### src/rtl/tone_sample_gen_if.sv
// rtl/tone_sample_gen_if.sv - sample handshake bundle between tone generator and codec
`timescale 1ns/1ps

interface tone_sample_gen_if;
  logic        sampleValid;
  logic [15:0] sampleData;
  logic        sampleReady;

  modport master (output sampleValid, output sampleData, input sampleReady);
  modport slave  (input sampleValid, input sampleData, output sampleReady);
endinterface

### src/rtl/tone_sample_gen.sv
// rtl/tone_sample_gen.sv - square-wave tone to signed audio samples with valid/ready hold
// Optional envelope ramping when TONE_SAMPLE_FADE_EN is defined.
`timescale 1ns/1ps

module tone_sample_gen #(
  parameter logic [15:0] AMP_BASE  = 16'h0400,
  parameter logic [15:0] RAMP_STEP = 16'h0010
) (
  input  logic                     inClk,
  input  logic                     reset_n,
  input  logic                     toneIn,
  input  logic                     enable,
  input  logic [2:0]               volume,
  input  logic                     sampleTick,
  output logic                     overrun,
  tone_sample_gen_if.master        smp
);

  typedef enum logic {IDLE, HOLD} state_t;

`ifdef TONE_SAMPLE_FADE_EN
  localparam logic [15:0] STEP = RAMP_STEP;
`else
  // An all-ones step always reaches the clamp, so env jumps straight to goal.
  localparam logic [15:0] STEP = RAMP_STEP | 16'hFFFF;
`endif

  state_t      state;
  logic        tone_meta;
  logic        tone_sync;
  logic [15:0] env;
  logic [15:0] data_q;
  logic        valid_q;
  logic        overrun_q;

  logic [18:0] target_wide;
  logic [15:0] target;
  logic [15:0] goal;
  logic [15:0] next_env;
  logic [15:0] sample;

  always_comb begin
    target_wide = 19'(AMP_BASE) * 19'({1'b0, volume} + 4'd1);
    target      = (target_wide > 19'h07FFF) ? 16'h7FFF : target_wide[15:0];
    goal        = enable ? target : 16'h0000;
    sample      = tone_sync ? env : (16'h0000 - env);
  end

  // Move toward goal by at most STEP, landing exactly on goal without overshoot.
  always_comb begin
    next_env = goal;
    if (goal > env) begin
      if ((goal - env) > STEP) next_env = env + STEP;
    end else if (env > goal) begin
      if ((env - goal) > STEP) next_env = env - STEP;
    end
  end

  always_ff @(posedge inClk or negedge reset_n) begin
    if (!reset_n) begin
      tone_meta <= 1'b0;
      tone_sync <= 1'b0;
    end else begin
      tone_meta <= toneIn;
      tone_sync <= tone_meta;
    end
  end

  always_ff @(posedge inClk or negedge reset_n) begin
    if (!reset_n) begin
      state     <= IDLE;
      valid_q   <= 1'b0;
      data_q    <= 16'h0000;
      overrun_q <= 1'b0;
      env       <= 16'h0000;
    end else begin
      if (sampleTick) env <= next_env;
      case (state)
        IDLE: begin
          if (sampleTick) begin
            data_q  <= sample;
            valid_q <= 1'b1;
            state   <= HOLD;
          end
        end
        HOLD: begin
          if (smp.sampleReady) begin
            if (sampleTick) begin
              data_q <= sample;
            end else begin
              valid_q <= 1'b0;
              state   <= IDLE;
            end
          end else if (sampleTick) begin
            overrun_q <= 1'b1;
          end
        end
        default: begin
          valid_q <= 1'b0;
          state   <= IDLE;
        end
      endcase
    end
  end

  assign smp.sampleValid = valid_q;
  assign smp.sampleData  = data_q;
  assign overrun         = overrun_q;

endmodule

### src/flat_wrapper.sv
// flat-port wrapper written by rule: the top's interface ports become plain ports
module tone_sample_gen_flat 
#(
  parameter logic [15:0] AMP_BASE  = 16'h0400,
  parameter logic [15:0] RAMP_STEP = 16'h0010
)
  (inClk, reset_n, toneIn, enable, volume, sampleTick, overrun, smp_sampleValid, smp_sampleData, smp_sampleReady);
  tone_sample_gen_if smp_i ();
  input  logic inClk;
  input  logic reset_n;
  input  logic toneIn;
  input  logic enable;
  input  logic [2:0] volume;
  input  logic sampleTick;
  output logic overrun;
  output wire logic [$bits(smp_i.sampleValid)-1:0] smp_sampleValid;
  output wire logic [$bits(smp_i.sampleData)-1:0] smp_sampleData;
  input wire logic [$bits(smp_i.sampleReady)-1:0] smp_sampleReady;
  assign smp_sampleValid = smp_i.sampleValid;
  assign smp_sampleData = smp_i.sampleData;
  assign smp_i.sampleReady = smp_sampleReady;
  tone_sample_gen #(.AMP_BASE(AMP_BASE), .RAMP_STEP(RAMP_STEP)) u_core (.inClk(inClk), .reset_n(reset_n), .toneIn(toneIn), .enable(enable), .volume(volume), .sampleTick(sampleTick), .overrun(overrun), .smp(smp_i));
endmodule
### config.mk
export PLATFORM = sky130hd
export DESIGN_NAME = tone_sample_gen_flat
export DESIGN_NICKNAME = d
export VERILOG_FILES = /design/src/rtl/tone_sample_gen_if.sv /design/src/rtl/tone_sample_gen.sv /design/src/flat_wrapper.sv
export SDC_FILE = /design/constraint.sdc
export NUM_CORES = 1
export LEC_CHECK = 0
export ABC_CLOCK_PERIOD_IN_PS = 2220
export BUFFER_PORTS_ARGS = -buffer_cell sky130_fd_sc_hd__buf_2
export CAP_MARGIN = 20
export CORE_MARGIN = 5
export CORE_UTILIZATION = 35
export DETAILED_ROUTE_END_ITERATION = 7
export PLACE_DENSITY = 0.57
export SLEW_MARGIN = 40
export SYNTH_ARGS = -nofsm -noshare
export SYNTH_HDL_FRONTEND = slang
export SYNTH_SLANG_ARGS = --single-unit
### constraint.sdc
create_clock -name inClk -period 2.22 [get_ports inClk]
set_clock_uncertainty 0.1 [all_clocks]
set_input_delay 0.222 -clock inClk [delete_from_list [all_inputs] [get_ports inClk]]
set_output_delay 0.222 -clock inClk [all_outputs]
set_load 0.01 [all_outputs]
# Word level (Yosys, flattened, before mapping)
# Cells that the tools add are included.
dict set report word_totals {
  inputBits 9
  regBits 37
  memories 0
  latch_bits 0
  wordCells 42
  rom_bits 0
  mem_bits_rw 0
  output_inout_bits 18
}
dict set report classes {
  addsub 6
  n_reduce_logical 2
  bitwise_logic 2
  div 0
  multipliers 0
  shift 0
  order_cmp 5
  eq_ne 3
  muxes 17
}
# cell count
set ops {}
lappend ops {{$mux W16} 9}
lappend ops {{$gt A16 B16 Y1} 2}
lappend ops {{$gt A16 B16 Y1 const B} 2}
lappend ops {{$pmux W16 S2} 1}
lappend ops {{$sub A16 B16 Y16} 2}
lappend ops {{$gt A19 B15 Y1 const B} 1}
lappend ops {{$add A16 B16 Y16 const B} 1}
lappend ops {{$sub A1 B16 Y16 const A} 1}
lappend ops {{$sub A16 B16 Y16 const B} 1}
lappend ops {{$ne A2 B2 Y1 const B} 3}
lappend ops {{$reduce_and A3 Y1} 2}
lappend ops {{$mux W1} 5}
lappend ops {{$add A3 B1 Y4 const B} 1}
lappend ops {{$pmux W1 S2} 2}
lappend ops {{$not A1 Y1} 2}

# Longest topological paths before layout
# Gate-level depths: netlist of the first run.
dict set report logic_depth {
  word_depth 9
  mapped_depth 5
  depth_no_buf 5
}

# Worst setup path before layout of the first run
# Ideal clock, no wire load.
dict set report synth_path {
  path_type {register to register}
  start {reg u_core.state}
  end {reg u_core.data_q[14], in the netlist u_core.smp.sampleData[14]}
  period_less_slack_ns 1.242
  t_required_ns 1.995
  path_stages_with_launch 5
  n_path_buf 1
  setup_slack_ns 0.978
  arrival_ns 1.017
  setup_time_ns 0.125
  cell_sequence {dfrtp_1 -> nand2b_4 -> and2_4 -> buf_6 -> mux2_4}
}
dict set report synth_via {
  elab_chain_cells 2
  word_cells_on_any_way 3
  classes_between {eq/ne: 1; mux: 1; bitwise: 1}
}
# item line_no
set synth_rtl {}
lappend synth_rtl {{from (decl)} tone_sample_gen.sv:28} ;# state_t state;
lappend synth_rtl {{from (signal assigned)} tone_sample_gen.sv:71} ;# state <= IDLE;
lappend synth_rtl {{from (signal assigned)} tone_sample_gen.sv:83} ;# state <= HOLD;
lappend synth_rtl {{from (signal assigned)} tone_sample_gen.sv:92} ;# state <= IDLE;
lappend synth_rtl {{$not A1 Y1} tone_sample_gen.sv:78} ;# case (state)
lappend synth_rtl {{$pmux W16 S2} tone_sample_gen.sv:78}
lappend synth_rtl {{to (signal assigned)} tone_sample_gen.sv:81} ;# data_q <= sample;
lappend synth_rtl {{to (signal assigned)} tone_sample_gen.sv:89} ;# data_q <= sample;
lappend synth_rtl {{to (decl)} tone_sample_gen.sv:32} ;# logic [15:0] data_q;
# Parallel ways exist; a longest one is shown, timed or not.
# A chain may end at the register's enable or synchronous reset.

# Worst setup path after layout of the first run
dict set report layout_path {
  start {reg u_core.env[12]}
  end {reg u_core.data_q[15], in the netlist u_core.smp.sampleData[15]}
}
dict set report layout_via {
  elab_chain_cells 5
}
# item line_no
set layout_rtl {}
lappend layout_rtl {{from (decl)} tone_sample_gen.sv:31} ;# logic [15:0] env;
lappend layout_rtl {{from (signal assigned)} tone_sample_gen.sv:77} ;# if (sampleTick) env <= next_env;
lappend layout_rtl {{$sub A1 B16 Y16 (*)} tone_sample_gen.sv:46} ;# sample = tone_sync ? env : (16'h0000 - env);
lappend layout_rtl {{$mux W16 (*)} tone_sample_gen.sv:46}
lappend layout_rtl {{$mux W16 (*)} {tone_sample_gen.sv:80, tone_sample_gen.sv:88}}
lappend layout_rtl {{$mux W16} tone_sample_gen.sv:87} ;# if (smp.sampleReady) begin
lappend layout_rtl {{$pmux W16 S2 (*)} tone_sample_gen.sv:78}
# Every way passes the cells marked *; elsewhere a longest branch is shown, timed or not. The select of a mux whose other input is x is not followed.

==> key figures, run 1 <==
STA
  – Setup violations, final: 0
  – Max Fclk: 799 MHz
  – RSZ-0062 raised after global routing: false
  – Max Slew Vio Count: 0
  – Hold Fails Final Rpt: 0
  – Crit path time final: 1.25 ns
  – Setup TNS: 0 ns
  – Setup slack after layout: 0.969 ns
  – Fin crit share: 0.564

Clock tree
  – Clock Path Buffers: 2
  – Clock Tree Root: clkbuf_4
  – Clk slew on worst S/H paths: 0.09 ns
  – CTS H-tree lvls: 1
  – CTS Buf Count: 3
  – CTS tree: built
  – Clock sink count: 17
  – Post-CTS sizing: 0
  – Worst-Skew Late Latency: 0.28 ns

Synth
  – Post-synthesis sequential area ratio: 0.511
  – Synth Area in Compound Gates: 0.110
  – Post-synth EDFFs: 0
  – Largest family of logic cells by synthesized area: buffers and inverters
  – Synth top cells by count: dfrtp_1, a21oi_1, buf_4
  – Cell area after synthesis: 832 um2
  – Count leader, synth: dfrtp_1
  – Syn Inst Count: 77
  – Top_reg_cell synth: dfrtp_1
  – Synth area leaders: dfrtp_1, buf_4, a21oi_1
  – Post-synthesis cell type count: 28
  – Ys async rst share: 1.00
  – Synth Area in Adders: 0.0451
  – Synth top area share: 0.511
  – Yosys reg bits: 17
  – Synth Area in Simple Gates: 0.107
  – Avg Inst Size Synth: 10.8 um2
  – Area leader, netlist: dfrtp_1
  – Yosys synthesis warning count: 0
  – Post-synthesis mux area share: 0.0722
  – Xor/xnor share of the synthesized area: 0.0211

Layout
  – Fillers: 221
  – # diodes: 0
  – Nets@finish: 109
  – Layout cells sized above 1: 0.302
  – Synth-to-Final Area Change: 14.0%
  – Reg area: 425 um2
  – Area occupied by multi-input gates: 322 um2

Placed design
  – HPWL after DPL: 1070 um
  – GP Congestion: 0.707
  – Quantity of I/O buffers inserted on ports: 20
  – Pre-CTS WS: 0.964 ns

Run status
  – Status: complete, no violations

Min path
  – Hold/Removal Path Class: input pin to register

Die
  – Core Area: 0.00223 mm2
  – Boundary pin count: 27
  – Die area: 0.00345 mm2
  – Row Count: 17
  – DIE WIDTH: 58.8 um
  – Starting Density: 0.373
  – Die Ht: 58.8 um

Drt
  – Met1 Wirelength: 622 um
  – DRC Markers: 0
  – Metal3 WL: 178 um
  – Drt pass-1 iters: 3
  – First DRT Iteration DRCs: 9
  – Vias: 546
  – Final WL: 1370 um
  – Met2 wire len: 556 um
  – Routed wire length per instance: 11.1 um
  – Antenna Nets Post-Route: 0
  – DR vias/cell: 4.40
  – Top routing layer in use: met4

GRT
  – GRT Total Usage: 0.0857
  – First-pass GRT wire length: 2260 um
  – Pin count of the biggest net entering global routing: 18
  – Remaining global-route overflow: 0
  – Number of global-route vias before repair: 514
  – Initial antenna violation count: 0

Critical path
  – WP data required: 2.30 ns
  – WS Path Type: register to register
  – Worst path arrival time: 1.33 ns
  – Startpoint Class: register
  – Flop2flop setup slack: 0.97 ns
  – Crit end category: register
  – Critical Path Fanout Max: 3

Power
  – Power per cell area: 686 mW/mm2
  – Static leakage: 0.479 nW
  – Peak supply drop: 0.397 mV

Run
  – Max cap viols: 0
[path summary, 6_finish.rpt]
check                      cells past startpoint                                     to                       start
min                                            3             u_core.env[13]$_DFFE_PN0P_                   volume[1]
max reg2reg                                    3  u_core.smp.sampleData[15]$_DFFE_PN0P_  u_core.env[12]$_DFFE_PN0P_
min reg2reg                                    0             u_core.tone_sync$_DFF_PN0_  u_core.tone_meta$_DFF_PN0_
max                                            3  u_core.smp.sampleData[15]$_DFFE_PN0P_  u_core.env[12]$_DFFE_PN0P_
max in group asynchronous                      2             u_core.env[11]$_DFFE_PN0P_                     reset_n
min in group asynchronous                      2             u_core.overrun$_DFFE_PN0P_                     reset_n
[cells by family after synthesis]
logic type,Yosys count
buffers and inverters,17
flip-flops,17
XOR/XNOR,2
AO/OA/AOI/OAI,17
other,2
AND/OR/NAND/NOR,14
adder cells (fa/ha/maj),3
multiplexers,5
[cell type report]
class                   count  share of cell area
flip-flops and latches     17               0.449
multi-input cells          48               0.339
repair buffers             22               0.127
well taps                  28              0.0369
clock buffers               3              0.0237
inverters                   5              0.0198
clock inverters             1             0.00528
[through the flow]
stage | util | hold WS [ns] | total power, mW | area [um2] | cells
final | 0.425 | 0.110 | 0.650 | 948 | 124
after global routing | 0.425 | 0.105 | 0.706 | 948 | 124
after CTS | 0.425 | 0.0984 | 0.665 | 948 | 124
after detailed placement | 0.403 | 0.0627 | 0.501 | 901 | 118
after global placement | 0.403 | 0.0598 | 0.498 | 901 | 118
after floorplan | - | -0.174 | 0.459 | 851 | 82
[state kept, by name, indices dropped and copies added, names as in the netlist]
name                    flops
u_core.tone_meta            1
u_core.tone_sync            1
u_core.overrun              1
u_core.state                1
u_core.smp.sampleData       8
u_core.smp.sampleValid      1
u_core.env                  4
[power by group]
group	leakage, nW	internal, mW	switching, mW
Combinational	0.254	0.0620	0.0703
Clock	0.0177	0.0668	0.0885
Sequential	0.207	0.342	0.0211
[per-layer routing]
metal / vias to the layer above / global-route usage
li1: 278 / -
met1: 241 / 0.109
met2: 25 / 0.125
met3: 2 / 0.0439
met4: 0 / 0.0291
met5: - / 0
[cells in the final DEF (no fill, tap or decap), drive strengths merged]
cell and instances:
or2b 1, xnor2 1, dlygate4sd3 2, and2 3
ha 3, nand3 2, nand4 1, a21oi 9
nand3b 1, nor2 2, inv 5, conb 7
a31o 1, dfrtp 17, clkinv 1, o21ai 5
nand2b 1, mux2i 3, xor2 1, buf 20
clkbuf 3, nor3 1, mux2 2, or3 1
nand2 1, a31oi 2
[worst max-delay path, cell delays in order (launching register included)]
cell and delay (ns):
dfrtp_1 0.41, nor3_1 0.27, a21oi_1 0.11, mux2_4 0.26
[what timing repair did]
action,4_1_cts,5_1_grt
hold buffers,2,0
setup buffers,0,0
endpoints found under the hold margin,18,0
Power figures use the tool's default switching activity.
==> inputs of run 2 (changes only) <==
--- a/config.mk
+++ b/config.mk
@@ -5,13 +5,13 @@
 export SDC_FILE = /design/constraint.sdc
 export NUM_CORES = 1
 export LEC_CHECK = 0
-export ABC_CLOCK_PERIOD_IN_PS = 2220
+export ABC_CLOCK_PERIOD_IN_PS = 1100
 export BUFFER_PORTS_ARGS = -buffer_cell sky130_fd_sc_hd__buf_2
 export CAP_MARGIN = 20
 export CORE_MARGIN = 5
 export CORE_UTILIZATION = 35
 export DETAILED_ROUTE_END_ITERATION = 7
-export PLACE_DENSITY = 0.57
+export PLACE_DENSITY = 0.59
 export SLEW_MARGIN = 40
 export SYNTH_ARGS = -nofsm -noshare
 export SYNTH_HDL_FRONTEND = slang
==> constraint.sdc (replaced) <==
create_clock -name inClk -period 1.1 [get_ports inClk]
set_clock_uncertainty 0.1 [all_clocks]
set_input_delay 0.11 -clock inClk [delete_from_list [all_inputs] [get_ports inClk]]
set_output_delay 0.11 -clock inClk [all_outputs]
set_load 0.01 [all_outputs]
==> key figures, run 2 (synthesis gave the netlist of run 1 again) <==
STA
  – Min Hold Slack: 0.00743 ns (-0.102 ns)
  – Setup TNS: -0.340 ns (-0.340 ns)
  – Setup violations, final: 5 (+5)
  – Hold Fails Final Rpt: 0 (unchanged)
  – Max Fclk: 823 MHz (+3.0%)
  – Max Slew Vio Count: 0 (unchanged)
  – Fin crit share: 1.10 (+0.541)
  – Crit path time final: 1.21 ns (-0.0364 ns)
  – Setup slack after layout: -0.115 ns (-1.08 ns)
  – RSZ-0062 raised after global routing: true

Layout
  – Most frequent cells in the layout: buf_2, dfrtp_1, buf_4, a21oi_1, conb_1
  – Largest register FFs: 8 (unchanged)
  – Layout cells sized above 1: 0.445 (+0.143)
  – Synth-to-Final Area Change: 33.4%
  – Finished Cell Area: 0.00111 mm2 (+17%)
  – Most common cell after layout, fill and taps aside: buf_2
  – # diodes: 0 (unchanged)
  – Nets@finish: 123 (+13%)
  – Final non-filler cell total: 138 (+11%)

Power
  – Power per cell area: 1300 mW/mm2 (+89%)
  – Logic gate share of total power: 0.257 (+0.054)
  – Sequential Power Share: 0.507 (-0.051)
  – P_sw: 0.420 mW (+130%)
  – Peak supply drop: 0.728 mV (+84%)
  – Sw Share: 0.292 (+0.0158)
  – Static leakage: 0.548 nW (+14%)
  – Clock power frac: 0.236 (-0.003)
  – Int Pwr: 1.02 mW (+120%)

Clock tree
  – Worst-Skew Late Latency: 0.30 ns (+0.02 ns)
  – Clock Path Buffers: 2 (unchanged)
  – CTS tree: built
  – Clock sink count: 17 (unchanged)
  – CTS H-tree lvls: 1 (unchanged)
  – Clock Tree Root: clkbuf_4
  – Clk slew on worst S/H paths: 0.10 ns (about the same)
  – CTS Buf Count: 3 (unchanged)

Drt
  – DR vias/cell: 4.57 (+3.8%)
  – Final WL: 1670 um (+22%)
  – Routed wire length per instance: 12.1 um (+9.2%)
  – Antenna Nets Post-Route: 0 (unchanged)
  – DRC Markers: 0 (unchanged)
  – Drt pass-1 iters: 4 (+1)
  – First DRT Iteration DRCs: 7 (-2)
  – Vias: 631 (+16%)

Placed design
  – Quantity of I/O buffers inserted on ports: 20 (unchanged)
  – GP Congestion: 0.706 (about the same)
  – Placed instance area: 978 um2 (+8.6%)
  – HPWL after DPL: 1280 um (+20%)
  – Pre-CTS WS: -0.154 ns (-1.12 ns)
  – Inst Count DP: 128 (+8.5%)

Die
  – Row Count: 17 (unchanged)
  – Die area: 0.00345 mm2 (unchanged)
  – DIE WIDTH: 58.8 um (unchanged)
  – Starting Density: 0.373 (unchanged)
  – Boundary pin count: 27 (unchanged)
  – Core Area: 0.00223 mm2 (unchanged)
  – Die Ht: 58.8 um (unchanged)

Critical path
  – Critical Path Slowest Stage Cell: dfrtp_1
  – Critical Path Fanout Max: 3 (unchanged)
  – CP max stage delay: 0.42 ns (about the same)
  – Worst path arrival time: 1.31 ns (-0.02 ns)
  – Crit end category: register
  – Crit path cell chain: inv_2 > ha_4 > a31oi_4 > mux2_4
  – WS Path Type: register to register
  – WP data required: 1.20 ns (-1.10 ns)
  – Startpoint Class: register
  – Flop2flop setup slack: -0.11 ns (-1.08 ns)

Min path
  – Hold/Removal Path Class: input pin to register

GRT
  – Pin count of the biggest net entering global routing: 18 (unchanged)
  – Met3 Track Usage GR: 0.0461 (+0.00219)
  – Initial antenna violation count: 0 (unchanged)
  – GRT Total Usage: 0.106 (+0.0201)
  – Number of global-route vias before repair: 612 (+19%)
  – Global Route met2 Usage: 0.188 (+0.0631)
  – Remaining global-route overflow: 0 (unchanged)
  – Met1 Track Usage GR: 0.109 (+0.000294)
  – GRT busiest layer: met2
  – First-pass GRT wire length: 2750 um (+22%)

Run
  – Max cap viols: 0 (unchanged)

Run status
  – Violated checks: negative setup slack
  – Status: finished with violations
[run 2: cell types whose count changed in the layout (fill, tap and decap cells not counted), sizes merged]
| cell | change |
|---|---|
| buf | +12 |
| dlygate4sd3 | +2 |
[run 2: layout make-up]
cell class / count / area [um2]
Timing Repair Buffer: 36 / 234
Clock inverter: 1 / 5.00
Tap cell: 28 / 35.0
Inverter: 5 / 18.8
Sequential cell: 17 / 425
Fill cell: 220 / 1120
Multi-Input combinational cell: 48 / 369
Clock buffer: 3 / 22.5
[run 2: final timing paths]
kind,startpoint,to,cells after the start
setup / recovery,u_core.env[10]$_DFFE_PN0P_,u_core.smp.sampleData[14]$_DFFE_PN0P_,4
hold / removal,volume[0],u_core.env[10]$_DFFE_PN0P_,3
setup reg to reg,u_core.env[10]$_DFFE_PN0P_,u_core.smp.sampleData[14]$_DFFE_PN0P_,4
hold reg to reg,u_core.tone_meta$_DFF_PN0_,u_core.tone_sync$_DFF_PN0_,0
max in group asynchronous,reset_n,u_core.env[10]$_DFFE_PN0P_,2
min in group asynchronous,reset_n,u_core.overrun$_DFFE_PN0P_,2
[run 2: power groups by stage]
stage / clock network [mW] / logic, mW / registers [mW]
2_1_floorplan: 0 / 0.169 / 0.761
3_3_place_gp: 0 / 0.305 / 0.739
3_5_place_dp: 0 / 0.317 / 0.741
4_1_cts: 0.354 / 0.345 / 0.732
5_1_grt: 0.387 / 0.412 / 0.736
6_report: 0.339 / 0.369 / 0.729
[run 2: critical path: cells and delay by family, from the launching register on]
kind            cells  cell delay, ns
compound gates      1            0.06
fa+ha+maj           1            0.16
buf+inv             1            0.12
flops               1            0.42
mux                 1            0.25
[run 2: per-stage QoR]
step / power, mW / utilization
2_1_floorplan: 0.929 / -
3_3_place_gp: 1.04 / 0.438
3_5_place_dp: 1.06 / 0.438
4_1_cts: 1.43 / 0.480
5_1_grt: 1.54 / 0.497
6_report: 1.44 / 0.497
[run 2: metal layers]
metal,part of all wire,routed length (um)
met1,0.39,647
met2,0.50,835
met3,0.096,161
met4,0.015,25
met5,0,0
[run 2: what timing repair did]
| item | 4_1_cts | 5_1_grt |
|---|---|---|
| hold buffers | 4 | 0 |
| buffers inserted | 1 | 1 |
| pin swaps | 4 | 6 |
| cloned | 0 | 0 |
| resized for setup | 4 | 5 |
| hold endpoints to repair | 21 | 0 |
| endpoints found under the setup margin | 6 | 10 |
